`src/rtl/scr1_tcm_portb_arb_pkg.sv`:
```
`default_nettype none
// ============================================================================
//  Module      : scr1_tcm_portb_arb_pkg
//  Description : Memory-interface types shared by the core/bus bridges, plus
//                byte-enable and lane-alignment helpers for 32-bit ports.
//  Revision    : 1.0 - initial release
// ============================================================================
package scr1_tcm_portb_arb_pkg;

  typedef enum logic {
    SCR1_MEM_CMD_RD = 1'b0,
    SCR1_MEM_CMD_WR = 1'b1
  } type_scr1_mem_cmd_e;

  typedef enum logic [1:0] {
    SCR1_MEM_WIDTH_BYTE  = 2'b00,
    SCR1_MEM_WIDTH_HWORD = 2'b01,
    SCR1_MEM_WIDTH_WORD  = 2'b10
  } type_scr1_mem_width_e;

  typedef enum logic [1:0] {
    SCR1_MEM_RESP_IDLE = 2'b00,
    SCR1_MEM_RESP_RDY  = 2'b01,
    SCR1_MEM_RESP_ERR  = 2'b10
  } type_scr1_mem_resp_e;

  // Byte lanes touched by an access of the given width at byte offset off.
  function automatic logic [3:0] be_from_width(input type_scr1_mem_width_e width,
                                               input logic [1:0]           off);
    logic [3:0] be;
    case (width)
      SCR1_MEM_WIDTH_BYTE:  be = 4'b0001 << off;
      SCR1_MEM_WIDTH_HWORD: be = 4'b0011 << off;
      SCR1_MEM_WIDTH_WORD:  be = 4'b1111;
      default:              be = 4'b0000;
    endcase
    return be;
  endfunction

  // Move right-justified write data onto the lanes selected by off.
  function automatic logic [31:0] align_wdata(input logic [31:0] wdata,
                                              input logic [1:0]  off);
    return wdata << {off, 3'b000};
  endfunction

  // Bring the addressed lanes of a memory word down to bit 0, zero-filled.
  function automatic logic [31:0] align_rdata(input logic [31:0] rdata,
                                              input logic [1:0]  off);
    return rdata >> {off, 3'b000};
  endfunction

endpackage : scr1_tcm_portb_arb_pkg
`default_nettype wire

```
`src/rtl/scr1_tcm_portb_req_fmt.sv`:
```
`default_nettype none
// ============================================================================
//  Module      : scr1_tcm_portb_req_fmt
//  Description : Combinational formatter for the granted port-B request:
//                alignment check, byte enables and lane-shifted write data.
//  Revision    : 1.0 - initial release
// ============================================================================
module scr1_tcm_portb_req_fmt
  import scr1_tcm_portb_arb_pkg::*;
(
  input  type_scr1_mem_cmd_e   cmd_i,
  input  type_scr1_mem_width_e width_i,
  input  logic [1:0]           off_i,
  input  logic [31:0]          wdata_i,
  output logic                 misalign_o,
  output logic [3:0]           webb_o,
  output logic [31:0]          datab_o
);

  // Alignment rule per width; an unencoded width is treated as an error.
  always_comb begin
    misalign_o = 1'b1;
    case (width_i)
      SCR1_MEM_WIDTH_BYTE:  misalign_o = 1'b0;
      SCR1_MEM_WIDTH_HWORD: misalign_o = off_i[0];
      SCR1_MEM_WIDTH_WORD:  misalign_o = |off_i;
      default:              misalign_o = 1'b1;
    endcase
  end

  // Byte enables and shifted data only matter for writes; reads drive zero.
  always_comb begin
    webb_o  = 4'b0000;
    datab_o = 32'h0;
    if (cmd_i == SCR1_MEM_CMD_WR) begin
      webb_o  = be_from_width(width_i, off_i);
      datab_o = align_wdata(wdata_i, off_i);
    end
  end

endmodule : scr1_tcm_portb_req_fmt
`default_nettype wire

```
`src/rtl/scr1_tcm_portb_arb.sv`:
```
`default_nettype none
// ============================================================================
//  Module      : scr1_tcm_portb_arb
//  Description : Round-robin two-requester arbiter and sequencer for TCM
//                port B. One grant per cycle, responses one cycle later.
//  Revision    : 1.0 - initial release
// ============================================================================
module scr1_tcm_portb_arb
  import scr1_tcm_portb_arb_pkg::*;
#(
  parameter int AW = 16
) (
  input  logic                 clk,
  input  logic                 rst_n,
  // Requester 0 (core data memory interface)
  input  logic                 r0_req_i,
  input  type_scr1_mem_cmd_e   r0_cmd_i,
  input  type_scr1_mem_width_e r0_width_i,
  input  logic [AW-1:0]        r0_addr_i,
  input  logic [31:0]          r0_wdata_i,
  output logic                 r0_req_ack_o,
  output logic [31:0]          r0_rdata_o,
  output type_scr1_mem_resp_e  r0_resp_o,
  // Requester 1 (secondary bus master)
  input  logic                 r1_req_i,
  input  type_scr1_mem_cmd_e   r1_cmd_i,
  input  type_scr1_mem_width_e r1_width_i,
  input  logic [AW-1:0]        r1_addr_i,
  input  logic [31:0]          r1_wdata_i,
  output logic                 r1_req_ack_o,
  output logic [31:0]          r1_rdata_o,
  output type_scr1_mem_resp_e  r1_resp_o,
  // Memory port B
  output logic                 mem_renb_o,
  output logic                 mem_wenb_o,
  output logic [3:0]           mem_webb_o,
  output logic [AW-3:0]        mem_addrb_o,
  output logic [31:0]          mem_datab_o,
  input  logic [31:0]          mem_qb_i
);

  // Arbitration and response state
  logic       last_q, last_d;
  logic       vld_q,  vld_d;
  logic       port_q, port_d;
  logic       err_q,  err_d;
  logic       rd_q,   rd_d;
  logic [1:0] off_q,  off_d;

  logic                 w_gnt0, w_gnt1, w_gnt, w_acc;
  type_scr1_mem_cmd_e   w_cmd;
  type_scr1_mem_width_e w_width;
  logic [AW-1:0]        w_addr;
  logic [31:0]          w_wdata;
  logic                 w_misalign;
  logic [3:0]           w_webb;
  logic [31:0]          w_datab;

  // Grant: sole requester wins; on conflict the port not granted last wins.
  // rst_n gates the grant so nothing reaches ack or the memory during reset.
  assign w_gnt0 = rst_n & r0_req_i & (~r1_req_i |  last_q);
  assign w_gnt1 = rst_n & r1_req_i & (~r0_req_i | ~last_q);
  assign w_gnt  = w_gnt0 | w_gnt1;

  assign r0_req_ack_o = w_gnt0;
  assign r1_req_ack_o = w_gnt1;

  // Steer the granted requester's fields to the formatter and memory.
  always_comb begin
    w_cmd   = r0_cmd_i;
    w_width = r0_width_i;
    w_addr  = r0_addr_i;
    w_wdata = r0_wdata_i;
    if (w_gnt1) begin
      w_cmd   = r1_cmd_i;
      w_width = r1_width_i;
      w_addr  = r1_addr_i;
      w_wdata = r1_wdata_i;
    end
  end

  scr1_tcm_portb_req_fmt u_req_fmt (
    .cmd_i      (w_cmd),
    .width_i    (w_width),
    .off_i      (w_addr[1:0]),
    .wdata_i    (w_wdata),
    .misalign_o (w_misalign),
    .webb_o     (w_webb),
    .datab_o    (w_datab)
  );

  // A memory access happens only for a legal granted request.
  assign w_acc = w_gnt & ~w_misalign;

  // Port B drive; everything is zero unless an access is issued.
  always_comb begin
    mem_renb_o  = 1'b0;
    mem_wenb_o  = 1'b0;
    mem_webb_o  = 4'b0000;
    mem_addrb_o = '0;
    mem_datab_o = 32'h0;
    if (w_acc) begin
      mem_renb_o  = (w_cmd == SCR1_MEM_CMD_RD);
      mem_wenb_o  = (w_cmd == SCR1_MEM_CMD_WR);
      mem_webb_o  = w_webb;
      mem_addrb_o = w_addr[AW-1:2];
      mem_datab_o = w_datab;
    end
  end

  // Next-state: response descriptor captured at grant, last_grant on grant.
  always_comb begin
    vld_d  = w_gnt;
    port_d = w_gnt1;
    err_d  = w_gnt & w_misalign;
    rd_d   = (w_cmd == SCR1_MEM_CMD_RD);
    off_d  = w_addr[1:0];
    last_d = w_gnt ? w_gnt1 : last_q;
  end

  // State register; async reset drops any pending response.
  always_ff @(posedge clk or negedge rst_n) begin
    if (!rst_n) begin
      last_q <= 1'b1;
      vld_q  <= 1'b0;
      port_q <= 1'b0;
      err_q  <= 1'b0;
      rd_q   <= 1'b0;
      off_q  <= 2'b00;
    end else begin
      last_q <= last_d;
      vld_q  <= vld_d;
      port_q <= port_d;
      err_q  <= err_d;
      rd_q   <= rd_d;
      off_q  <= off_d;
    end
  end

  // Route the response to its owner; read data is lane-aligned to bit 0.
  always_comb begin
    r0_resp_o  = SCR1_MEM_RESP_IDLE;
    r0_rdata_o = 32'h0;
    r1_resp_o  = SCR1_MEM_RESP_IDLE;
    r1_rdata_o = 32'h0;
    if (vld_q) begin
      if (port_q) begin
        r1_resp_o  = err_q ? SCR1_MEM_RESP_ERR : SCR1_MEM_RESP_RDY;
        r1_rdata_o = (!err_q && rd_q) ? align_rdata(mem_qb_i, off_q) : 32'h0;
      end else begin
        r0_resp_o  = err_q ? SCR1_MEM_RESP_ERR : SCR1_MEM_RESP_RDY;
        r0_rdata_o = (!err_q && rd_q) ? align_rdata(mem_qb_i, off_q) : 32'h0;
      end
    end
  end

endmodule : scr1_tcm_portb_arb
`default_nettype wire
```
`config.mk`:
```
export PLATFORM = sky130hd
export DESIGN_NAME = scr1_tcm_portb_arb
export DESIGN_NICKNAME = d
export VERILOG_FILES = /design/src/rtl/scr1_tcm_portb_arb_pkg.sv /design/src/rtl/scr1_tcm_portb_req_fmt.sv /design/src/rtl/scr1_tcm_portb_arb.sv
export SDC_FILE = /design/constraint.sdc
export NUM_CORES = 1
export LEC_CHECK = 0
export BUFFER_PORTS_ARGS = -buffer_cell sky130_fd_sc_hd__buf_2
export CORE_MARGIN = 8
export CORE_UTILIZATION = 35
export DETAILED_ROUTE_END_ITERATION = 7
export GPL_ROUTABILITY_DRIVEN = 1
export PLACE_DENSITY = 0.79
export SKIP_CTS_REPAIR_TIMING = 1
export SYNTH_ARGS = -nofsm -noshare
export SYNTH_HDL_FRONTEND = slang
export SYNTH_SLANG_ARGS = --single-unit
export TNS_END_PERCENT = 10
```
`constraint.sdc`:
```
create_clock -name clk -period 3.61 [get_ports clk]
set_clock_uncertainty 0.1 [all_clocks]
set_input_delay 0.361 -clock clk [delete_from_list [all_inputs] [get_ports clk]]
set_output_delay 0.361 -clock clk [all_outputs]
set_load 0.005 [all_outputs]
```
**Word-level counts from Yosys, hierarchy flattened**

Index checks and enable logic that the tools add are counted.

- Word-level logic and storage cells: 53
- Input port bits: 138
- Bits in registers: 7
- Output and inout bits: 122

- Equal/unequal tests: 2
- Reduce and logical (&&, ||, !) cells: 4
- Muxes and demuxes: 23
- Bitwise gates (word level): 14
- Shift-type cells: 4

Operator list:

| operator | number |
|---|---|
| 2-to-1 mux 32 bit | 8 |
| << shifter 32 x 5 -> 32 bit | 1 |
| >> shifter 32 x 5 -> 32 bit | 1 |
| 2-to-1 mux 16 bit | 1 |
| 2-to-1 mux 14 bit | 1 |
| 2-to-1 mux 2 bit | 6 |
| case mux 4 bit (3 select lines) | 1 |
| 2-to-1 mux 4 bit | 2 |
| bitwise AND 1 bit | 6 |
| inverter 1 bit | 5 |
| << shifter 1 x 2 -> 4 bit (first input constant) | 1 |
| << shifter 2 x 2 -> 4 bit (first input constant) | 1 |
| 2-to-1 mux 1 bit | 3 |
| bitwise OR 1 bit | 3 |
| case mux 1 bit (3 select lines) | 1 |
| equality test 2 x 1 -> 1 bit (second input constant) | 1 |
| equality test 2 bit (second input constant) | 1 |
| zero test 2 bit | 1 |
| OR reduction 2 bit | 1 |
| logical AND 1 bit | 1 |
| zero test 1 bit | 1 |

**Logic depth before layout (Yosys ltp)**

Gate-level depths: netlist of run 1.

- Word-level depth: 9
- Gate-level depth with buffers: 9
- Mapped depth without buffers: 6

**Cells and area by module**

Synthesis of run 1 repeated with hierarchy kept, for this count alone.

- Cells, all modules: 388
- Area total of the unflattened synthesis: 2780.2 µm²

By module, submodules not included:

| module | seq. area each (µm²) | cells an instance | instances | area each (µm²) |
|---|---|---|---|---|
| scr1_tcm_portb_arb | 176.4 | 288 | 1 | 2090.8 |
| scr1_tcm_portb_req_fmt | 0.0 | 100 | 1 | 689.4 |

**Worst setup path before layout of run 1**

OpenSTA, ideal clock, no wires.

- Path kind: flip-flop to output port
- Start: register last_q
- End: output mem_datab_o[0]
- Path buffers: 2
- Stages on the path, launching flop included: 9
- Slack: 1330 ps
- Arrival time: 1819 ps
- Data required time: 3149 ps
- Cells stage by stage: dfstp_2 nand2_1 nand2_4 inv_4 a21o_1 buf_6 or3b_1 buf_2 a21oi_2

- Longest elaborated chain between the ends: 9
- Elaborated cells on any way between the ends: 20
- Classes of those cells: eq/ne: 2; shift: 1; mux: 7; bitwise: 8; reduce/logical: 2

Ends and longest elaborated chain:

| element | RTL line | source |
|---|---|---|
| start: declaration | scr1_tcm_portb_arb.sv:43 | `logic last_q, last_d;` |
| start signal: assignment | scr1_tcm_portb_arb.sv:131 | `last_q <= last_d;` |
| branches (longest 8 deep; another with 2-to-1 mux 32 bit) | - |  |
| 2-to-1 mux 32 bit (*) | scr1_tcm_portb_arb.sv:102 | `if (w_acc) begin` |
| end: declaration | scr1_tcm_portb_arb.sv:38 | `output logic [31:0] mem_datab_o,` |

Mark *: on every way between the ends.

**Worst setup path after layout of run 1**

- Start: register last_q
- End: output mem_datab_o[4]

Same word-level chain as after synthesis.

==> metrics.log, run 1 <==
INFO  metric postSynthAreaPerCell = 6.49 sq um
INFO  metric finalHoldWorstSlack = 21.5 ps
INFO  metric postSynth.asyncResetShare = 1.00
INFO  metric slew_hr = 0.352
INFO  metric remaining_drc_errors = 0
INFO  metric grt_antenna_before_repair = 0
INFO  metric rows = 33
INFO  metric worst_skew_pair.late_latency = 230 ps
INFO  metric pre_cts_slack = 595 ps
INFO  metric finalMaxSlewViolations = 0
INFO  metric detailedPlacementHpwl = 12200 um
INFO  metric globalRouteMet3Util = 0.0629
INFO  metric vias = 4495
INFO  metric die_width = 107 um
INFO  metric portBuffers = 259
INFO  metric postSynthCellCount = 450
INFO  metric drt_pass1_iterations = 5
INFO  metric grt_first_pass_wirelength = 22600 um
INFO  metric antenna_left = 0
INFO  metric tritoncts_clock_tree = done
INFO  metric final_cell_area = 4300 sq um
INFO  metric first_iter_violations = 323
INFO  metric detail_route.vias_per_cell = 5.70
INFO  metric numCtsBuffers = 3
INFO  metric n_antenna_cell = 0
INFO  metric clock_sink_count = 7
INFO  metric timing.critical_path.required = 3150 ps
INFO  metric dpl_cell_area = 4250 sq um
INFO  metric min_path_type = in -> async
INFO  metric synth-warning-count = 0
INFO  metric met2_usage = 0.431
INFO  metric mappedNetlistNets = 588
INFO  metric first_global_vias = 4549
INFO  metric outcome = finished clean
INFO  metric cts_root_buf = clkbuf_8
INFO  metric wl_per_cell = 18.9 um
INFO  metric crit_path_cell_trace = nand2_1, nand2_4, buf_4, a21oi_1, or3b_1, a21oi_2, buf_2
INFO  metric synth_area = 2920 sq um
INFO  metric floorplan.core_area = 8130 sq um
INFO  metric timing.final.setup_violations = 0
INFO  metric worstSetupPathType = reg -> out
INFO  metric multi_input_comb_area = 2540 sq um
INFO  metric grt_start_max_net_pins = 59
INFO  metric total_wirelength = 14900 um
INFO  metric max_slew.worst_pin.slew = 965 ps
INFO  metric count_of_flip_flops_with_a_built_in_enable_after_synthesis = 0
INFO  metric global_route_hottest_layer = met2
INFO  metric ir_drop = 0.0922 mV
INFO  metric achievable-frequency = 0.319 GHz
INFO  metric arrival_time_of_data_at_the_critical_path_endpoint = 2680 ps
INFO  metric fin_crit_sh = 0.870
INFO  metric clk_transition_reported_paths = 40 ps
INFO  metric max_cap_violations = 0
INFO  metric global_route.overflow_total = 0
INFO  metric synthDominantAreaCellType = mux2i_1
INFO  metric floorplan.initialDensity = 0.359
INFO  metric timing.critical_path.fanout_max = 58
INFO  metric critical-path-max-stage-delay = 640 ps
INFO  metric synth_top_cell_area_share = 0.147
INFO  metric groute.layer.met1.usage = 0.244
INFO  metric final_layout_size_suffix_gt1_frac = 0.443
INFO  metric place_congestion = 0.935
INFO  metric synth_ff_type = dfrtp_1
INFO  metric cp_slowest_cell = or3b_1
INFO  metric mostFrequentLayoutCell = buf_2
INFO  metric yosys.cell_types.count = 47
INFO  metric die_span_y = 107 um
INFO  metric die_area = 11500 sq um
INFO  metric power.static_leakage = 2.36 nW
INFO  metric nNetsFinal = 823
INFO  metric num-fill-cells = 797
INFO  metric seq_area_frac_synth = 0.0604
INFO  metric yosys_register_bits = 7
INFO  metric finalCriticalPeriod = 3140 ps
INFO  metric final-seq-area = 176 sq um
INFO  metric setup_repair_after_global_routing_missed_its_margin = no
INFO  metric pwr_density_cell = 172 nW/um^2
INFO  metric io-pin-count = 260
INFO  metric finalWorstSetupSlack = 471 ps
INFO  metric post_synth_main_area_contributors = mux2i_1 (15%), nand2_1 (9.6%), nor2_1 (8.4%), a211oi_1 (7.5%), dfrtp_1 (5.1%)
INFO  metric most-common-layout-cells = buf_2 (259), nand2_1 (75), nor2_1 (65)
INFO  metric global_routing_usage_summed_across_all_routing_layers = 0.235
INFO  metric cts-htree-levels = 1
INFO  metric cts_max_path_buffers = 2
INFO  metric accumulated_negative_setup_slack = 0 ps
INFO  metric layout-area-overhead-vs-synth = 47.4%
INFO  metric final-hold-violation-count = 0
INFO  metric worst_setup_path_end_kind = output pin
INFO  metric worst_setup_path_start_kind = flip-flop
INFO  metric post-layout-total-power = 0.739 mW
==> final timing paths <==
| kind | from | end | slack (ps) | cells past startpoint |
|---|---|---|---|---|
| worst max-delay path | last_q | mem_datab_o[4] | 470 | 7 |
| worst min-delay path | rst_n | last_q | 20 | 1 |
| worst max register to register | last_q | err_q | 1870 | 5 |
| worst min register to register | last_q | last_q | 420 | 2 |
| max in group asynchronous | rst_n | rd_q | 2690 | 2 |
| min in group clk | r0_cmd_i | rd_q | 270 | 2 |
==> layer usage <==
metal  share of wire  vias up
met2            0.50      308
met5               0        -
li1                -     2102
met1            0.36     2036
met3            0.11       49
met4           0.035        0
==> Yosys cell counts, types with 2 or more instances <==
library cell,n
a21oi_1,26
dfrtp_1,6
nand2_1,75
a2111oi_2,7
buf_1,6
mux2i_1,43
nor3_1,2
mux2_2,8
inv_1,6
o21ai_1,4
a221oi_1,9
a2111oi_0,3
a211oi_1,29
o21ai_0,4
o22a_1,10
nand3_1,12
a21oi_2,8
nor2b_1,24
clkbuf_1,20
a211o_1,8
a21o_1,9
a31oi_1,7
buf_2,13
nor3b_1,4
nor2_1,65
and2_1,21
==> final cells by class <==
| class | count | area share |
|---|---|---|
| multi-input combinational | 396 | 0.590 |
| timing repair buffer | 270 | 0.321 |
| sequential | 7 | 0.0410 |
| tap | 105 | 0.0305 |
| clock buffer | 4 | 0.0105 |
| inverter | 7 | 0.00669 |
==> per-stage QoR <==
stage,util,std cells
5_1_grt,0.529,789
6_report,0.529,789
3_5_place_dp,0.522,784
2_1_floorplan,-,450
4_1_cts,0.528,788
3_3_place_gp,0.522,784
==> power breakdown <==
part           switching [mW]  internal, mW  total (mW)
Clock                  0.0358        0.0765       0.112
Combinational           0.299         0.224       0.523
Sequential             0.0148        0.0879       0.103
Total                   0.350         0.389       0.739
==> sequential cells by signal (all words and copies together) (netlist names) <==
| register | flops |
|---|---|
| off_q | 2 |
| vld_q | 1 |
| err_q | 1 |
| rd_q | 1 |
| port_q | 1 |
| last_q | 1 |
==> logic make-up (layout without fill, tap and decap cells) <==
kind of cell	after synthesis	count (layout)	share of synthesized area
simple gates	213	213	0.340
compound gates	131	131	0.348
buf+inv	47	281	0.0694
fa+ha+maj	1	1	0.00386
flops	7	7	0.0604
mux	51	51	0.178
==> worst max-delay path, delay by kind of cell, from the launching register on <==
| family | cells | cell delay, ps |
|---|---|---|
| AOI/OAI and AO/OA | 2 | 350 |
| buffers and inverters | 2 | 610 |
| DFF | 1 | 550 |
| and+or+nand+nor | 3 | 930 |
Note: power is estimated with default switching activity, not from simulation.
==> run 2: changes to the inputs <==
--- a/config.mk
+++ b/config.mk
@@ -5,12 +5,13 @@
 export SDC_FILE = /design/constraint.sdc
 export NUM_CORES = 1
 export LEC_CHECK = 0
-export BUFFER_PORTS_ARGS = -buffer_cell sky130_fd_sc_hd__buf_2
+export ABC_AREA = 1
+export BUFFER_PORTS_ARGS = -buffer_cell sky130_fd_sc_hd__buf_4
 export CORE_MARGIN = 8
 export CORE_UTILIZATION = 35
 export DETAILED_ROUTE_END_ITERATION = 7
 export GPL_ROUTABILITY_DRIVEN = 1
-export PLACE_DENSITY = 0.79
+export PLACE_DENSITY = 0.8
 export SKIP_CTS_REPAIR_TIMING = 1
 export SYNTH_ARGS = -nofsm -noshare
 export SYNTH_HDL_FRONTEND = slang
==> run 2 against run 1 <==
Net effect: global-route usage grew 0.99 points; synthesized area decreased by 4.0%; critical path depth rose by 4; setup slack got worse by 130 ps; largest power group unchanged; sequential power down 9.7%; non-clock buffer count shrank 3; critical endpoint is now mem_datab_o[29]; highest routed layer unchanged; cell count increased by 22%; sequential share of layout area decreased by 0.41 points; largest cell class unchanged; combinational power rose by 15%.
==> metrics.log, run 2 <==
INFO  metric final_cell_area = 4790 sq um
INFO  metric timing.critical_path.required = 3150 ps
INFO  metric dpl_cell_area = 4720 sq um
INFO  metric finalWorstSetupSlack = 345 ps
INFO  metric nNetsFinal = 998
INFO  metric first_iter_violations = 253
INFO  metric floorplan.initialDensity = 0.363
INFO  metric die_area = 11100 sq um
INFO  metric floorplan.core_area = 7730 sq um
INFO  metric drt_pass1_iterations = 4
INFO  metric global_routing_usage_summed_across_all_routing_layers = 0.245
INFO  metric post_synth_main_area_contributors = nand2_1 (43%), nor2_1 (13%), nor2_2 (6.5%), nand3_1 (6.4%), a21oi_1 (5.7%)
INFO  metric vias = 4707
INFO  metric timing.final.setup_violations = 0
INFO  metric rows = 32
INFO  metric yosysMostFrequentCell = nand2_1
INFO  metric post-layout-total-power = 0.800 mW
INFO  metric count_of_flip_flops_with_a_built_in_enable_after_synthesis = 0
INFO  metric place_congestion = 0.933
INFO  metric pre_cts_slack = 521 ps
INFO  metric worst_skew_pair.late_latency = 220 ps
INFO  metric min_path_type = in -> reg
INFO  metric worstSetupPathType = reg -> out
INFO  metric remaining_drc_errors = 0
INFO  metric slew_hr = 0.277
INFO  metric die_width = 105 um
INFO  metric postSynthAreaPerCell = 4.46 sq um
INFO  metric synth_area = 2800 sq um
INFO  metric pwr_density_cell = 167 nW/um^2
INFO  metric detail_route.vias_per_cell = 4.90
INFO  metric first_global_vias = 4585
INFO  metric grt_first_pass_wirelength = 23000 um
INFO  metric layout-area-overhead-vs-synth = 70.9%
INFO  metric max_slew.worst_pin.slew = 1080 ps
INFO  metric clock_sink_count = 7
INFO  metric yosys_register_bits = 7
INFO  metric worst_setup_path_start_kind = flip-flop
INFO  metric yosys.cell_types.count = 23
INFO  metric most-common-layout-cells = nand2_1 (319), buf_4 (265), nor2_1 (96)
INFO  metric ff2ff_path_depth = 6
INFO  metric total_wirelength = 14300 um
INFO  metric cts_root_buf = clkbuf_8
INFO  metric instances_no_fill = 961
INFO  metric n_antenna_cell = 0
INFO  metric setup_repair_after_global_routing_missed_its_margin = no
INFO  metric cts_max_path_buffers = 2
INFO  metric global_route.overflow_total = 0
INFO  metric mappedNetlistNets = 766
INFO  metric wl_per_cell = 14.9 um
INFO  metric antenna_left = 0
INFO  metric arrival_time_of_data_at_the_critical_path_endpoint = 2800 ps
INFO  metric grt_antenna_before_repair = 0
INFO  metric worst_setup_path_end_kind = output pin
INFO  metric fin_crit_sh = 0.904
INFO  metric mostFrequentLayoutCell = nand2_1
INFO  metric accumulated_negative_setup_slack = 0 ps
INFO  metric finalCriticalPeriod = 3260 ps
INFO  metric postSynth.asyncResetShare = 1.00
INFO  metric clk_transition_reported_paths = 40 ps
INFO  metric tritoncts_clock_tree = done
INFO  metric final-hold-violation-count = 0
INFO  metric synthDominantAreaCellType = nand2_1
INFO  metric postSynthCellCount = 628
INFO  metric power.static_leakage = 2.85 nW
INFO  metric seq_area_frac_synth = 0.0630
INFO  metric registers.top_by_ff_count = off_q
INFO  metric achievable-frequency = 0.306 GHz
INFO  metric die_span_y = 105 um
INFO  metric finalMaxSlewViolations = 0
INFO  metric synth_top_cell_area_share = 0.427
INFO  metric timing.critical_path.fanout_max = 55
INFO  metric portBuffers = 259
INFO  metric numCtsBuffers = 3
INFO  metric largest_register_ff_count = 2
INFO  metric dp.cells = 955
INFO  metric hold-path-cell-count = 4
INFO  metric max_cap_violations = 0
INFO  metric ir_drop = 0.105 mV
INFO  metric final_layout_size_suffix_gt1_frac = 0.363
INFO  metric synth_ff_type = dfrtp_1
INFO  metric grt_start_max_net_pins = 56
INFO  metric io-pin-count = 260
INFO  metric cts-htree-levels = 1
INFO  metric outcome = finished clean
INFO  metric netlist_top_cells_count = nand2_1 (319), nor2_1 (96), inv_1 (39)
INFO  metric synth-warning-count = 0
INFO  metric detailedPlacementHpwl = 11900 um
## run 2: changes by cell type after synthesis, sizes merged, moves of 10 or more
cell | before | now
nand2 | 76 | 327
nor2 | 65 | 125
mux2i | 43 | 0
inv | 7 | 43
a211oi | 29 | 0
nand3 | 12 | 36
nor2b | 24 | 0
and2 | 21 | 0
a2111oi | 11 | 0
o22a | 10 | 0
## run 2: area by class of cell
cell class / instances / area, sq um
inverter: 43 / 161
sequential: 7 / 176
clock buffer: 4 / 45.0
timing repair buffer: 267 / 2010
multi-input combinational: 538 / 2270
fill: 769 / 2940
tap: 102 / 128
## run 2: final timing paths
kind | to | slack, ps | from
setup / recovery | mem_datab_o[29] | 350 | last_q
hold / removal | last_q | 360 | rst_n
setup reg to reg | off_q[0] | 1300 | last_q
hold reg to reg | last_q | 460 | last_q
max in group asynchronous | vld_q | 2720 | rst_n
min in group asynchronous | err_q | 460 | rst_n
## run 2: critical path, cell delays in order, from the launching register on
cell	delay, ps
dfstp_2	570
nand2_2	100
nand2_4	410
nand2_2	130
nand2_4	110
buf_4	360
inv_2	290
nand2_1	150
nand3_1	100
nand2_1	120
nor2_2	50
buf_4	150
## run 2: metrics by stage
stage                util  hold WS, ps
finish              0.619          356
detailed placement  0.611         83.2
floorplan               -        -34.6
global route        0.619          396
CTS                 0.617         -155
global placement    0.611         79.4
## run 2: logic make-up (layout without fill, tap and decap cells)
group,count (synthesis),in the layout,synth area share
DFF,7,7,0.0630
buffers and inverters,83,314,0.130
AOI/OAI and AO/OA,45,45,0.0835
and+or+nand+nor,493,493,0.723
## run 2: report_power, final
| part | leakage, nW | total (mW) | internal, mW | switching (mW) |
|---|---|---|---|---|
| Combinational | 2.75 | 0.601 | 0.256 | 0.344 |
| Clock | 0.0228 | 0.106 | 0.0761 | 0.0303 |
| Sequential | 0.0829 | 0.0930 | 0.0877 | 0.00533 |
| Total | 2.85 | 0.800 | 0.420 | 0.380 |
## run 2: layer usage
metal	global-route usage	wire (um)	share of wire
met1	0.265	5500	0.38
met2	0.457	7210	0.50
met3	0.0700	1300	0.091
met4	0.0581	292	0.020
met5	0	0	0
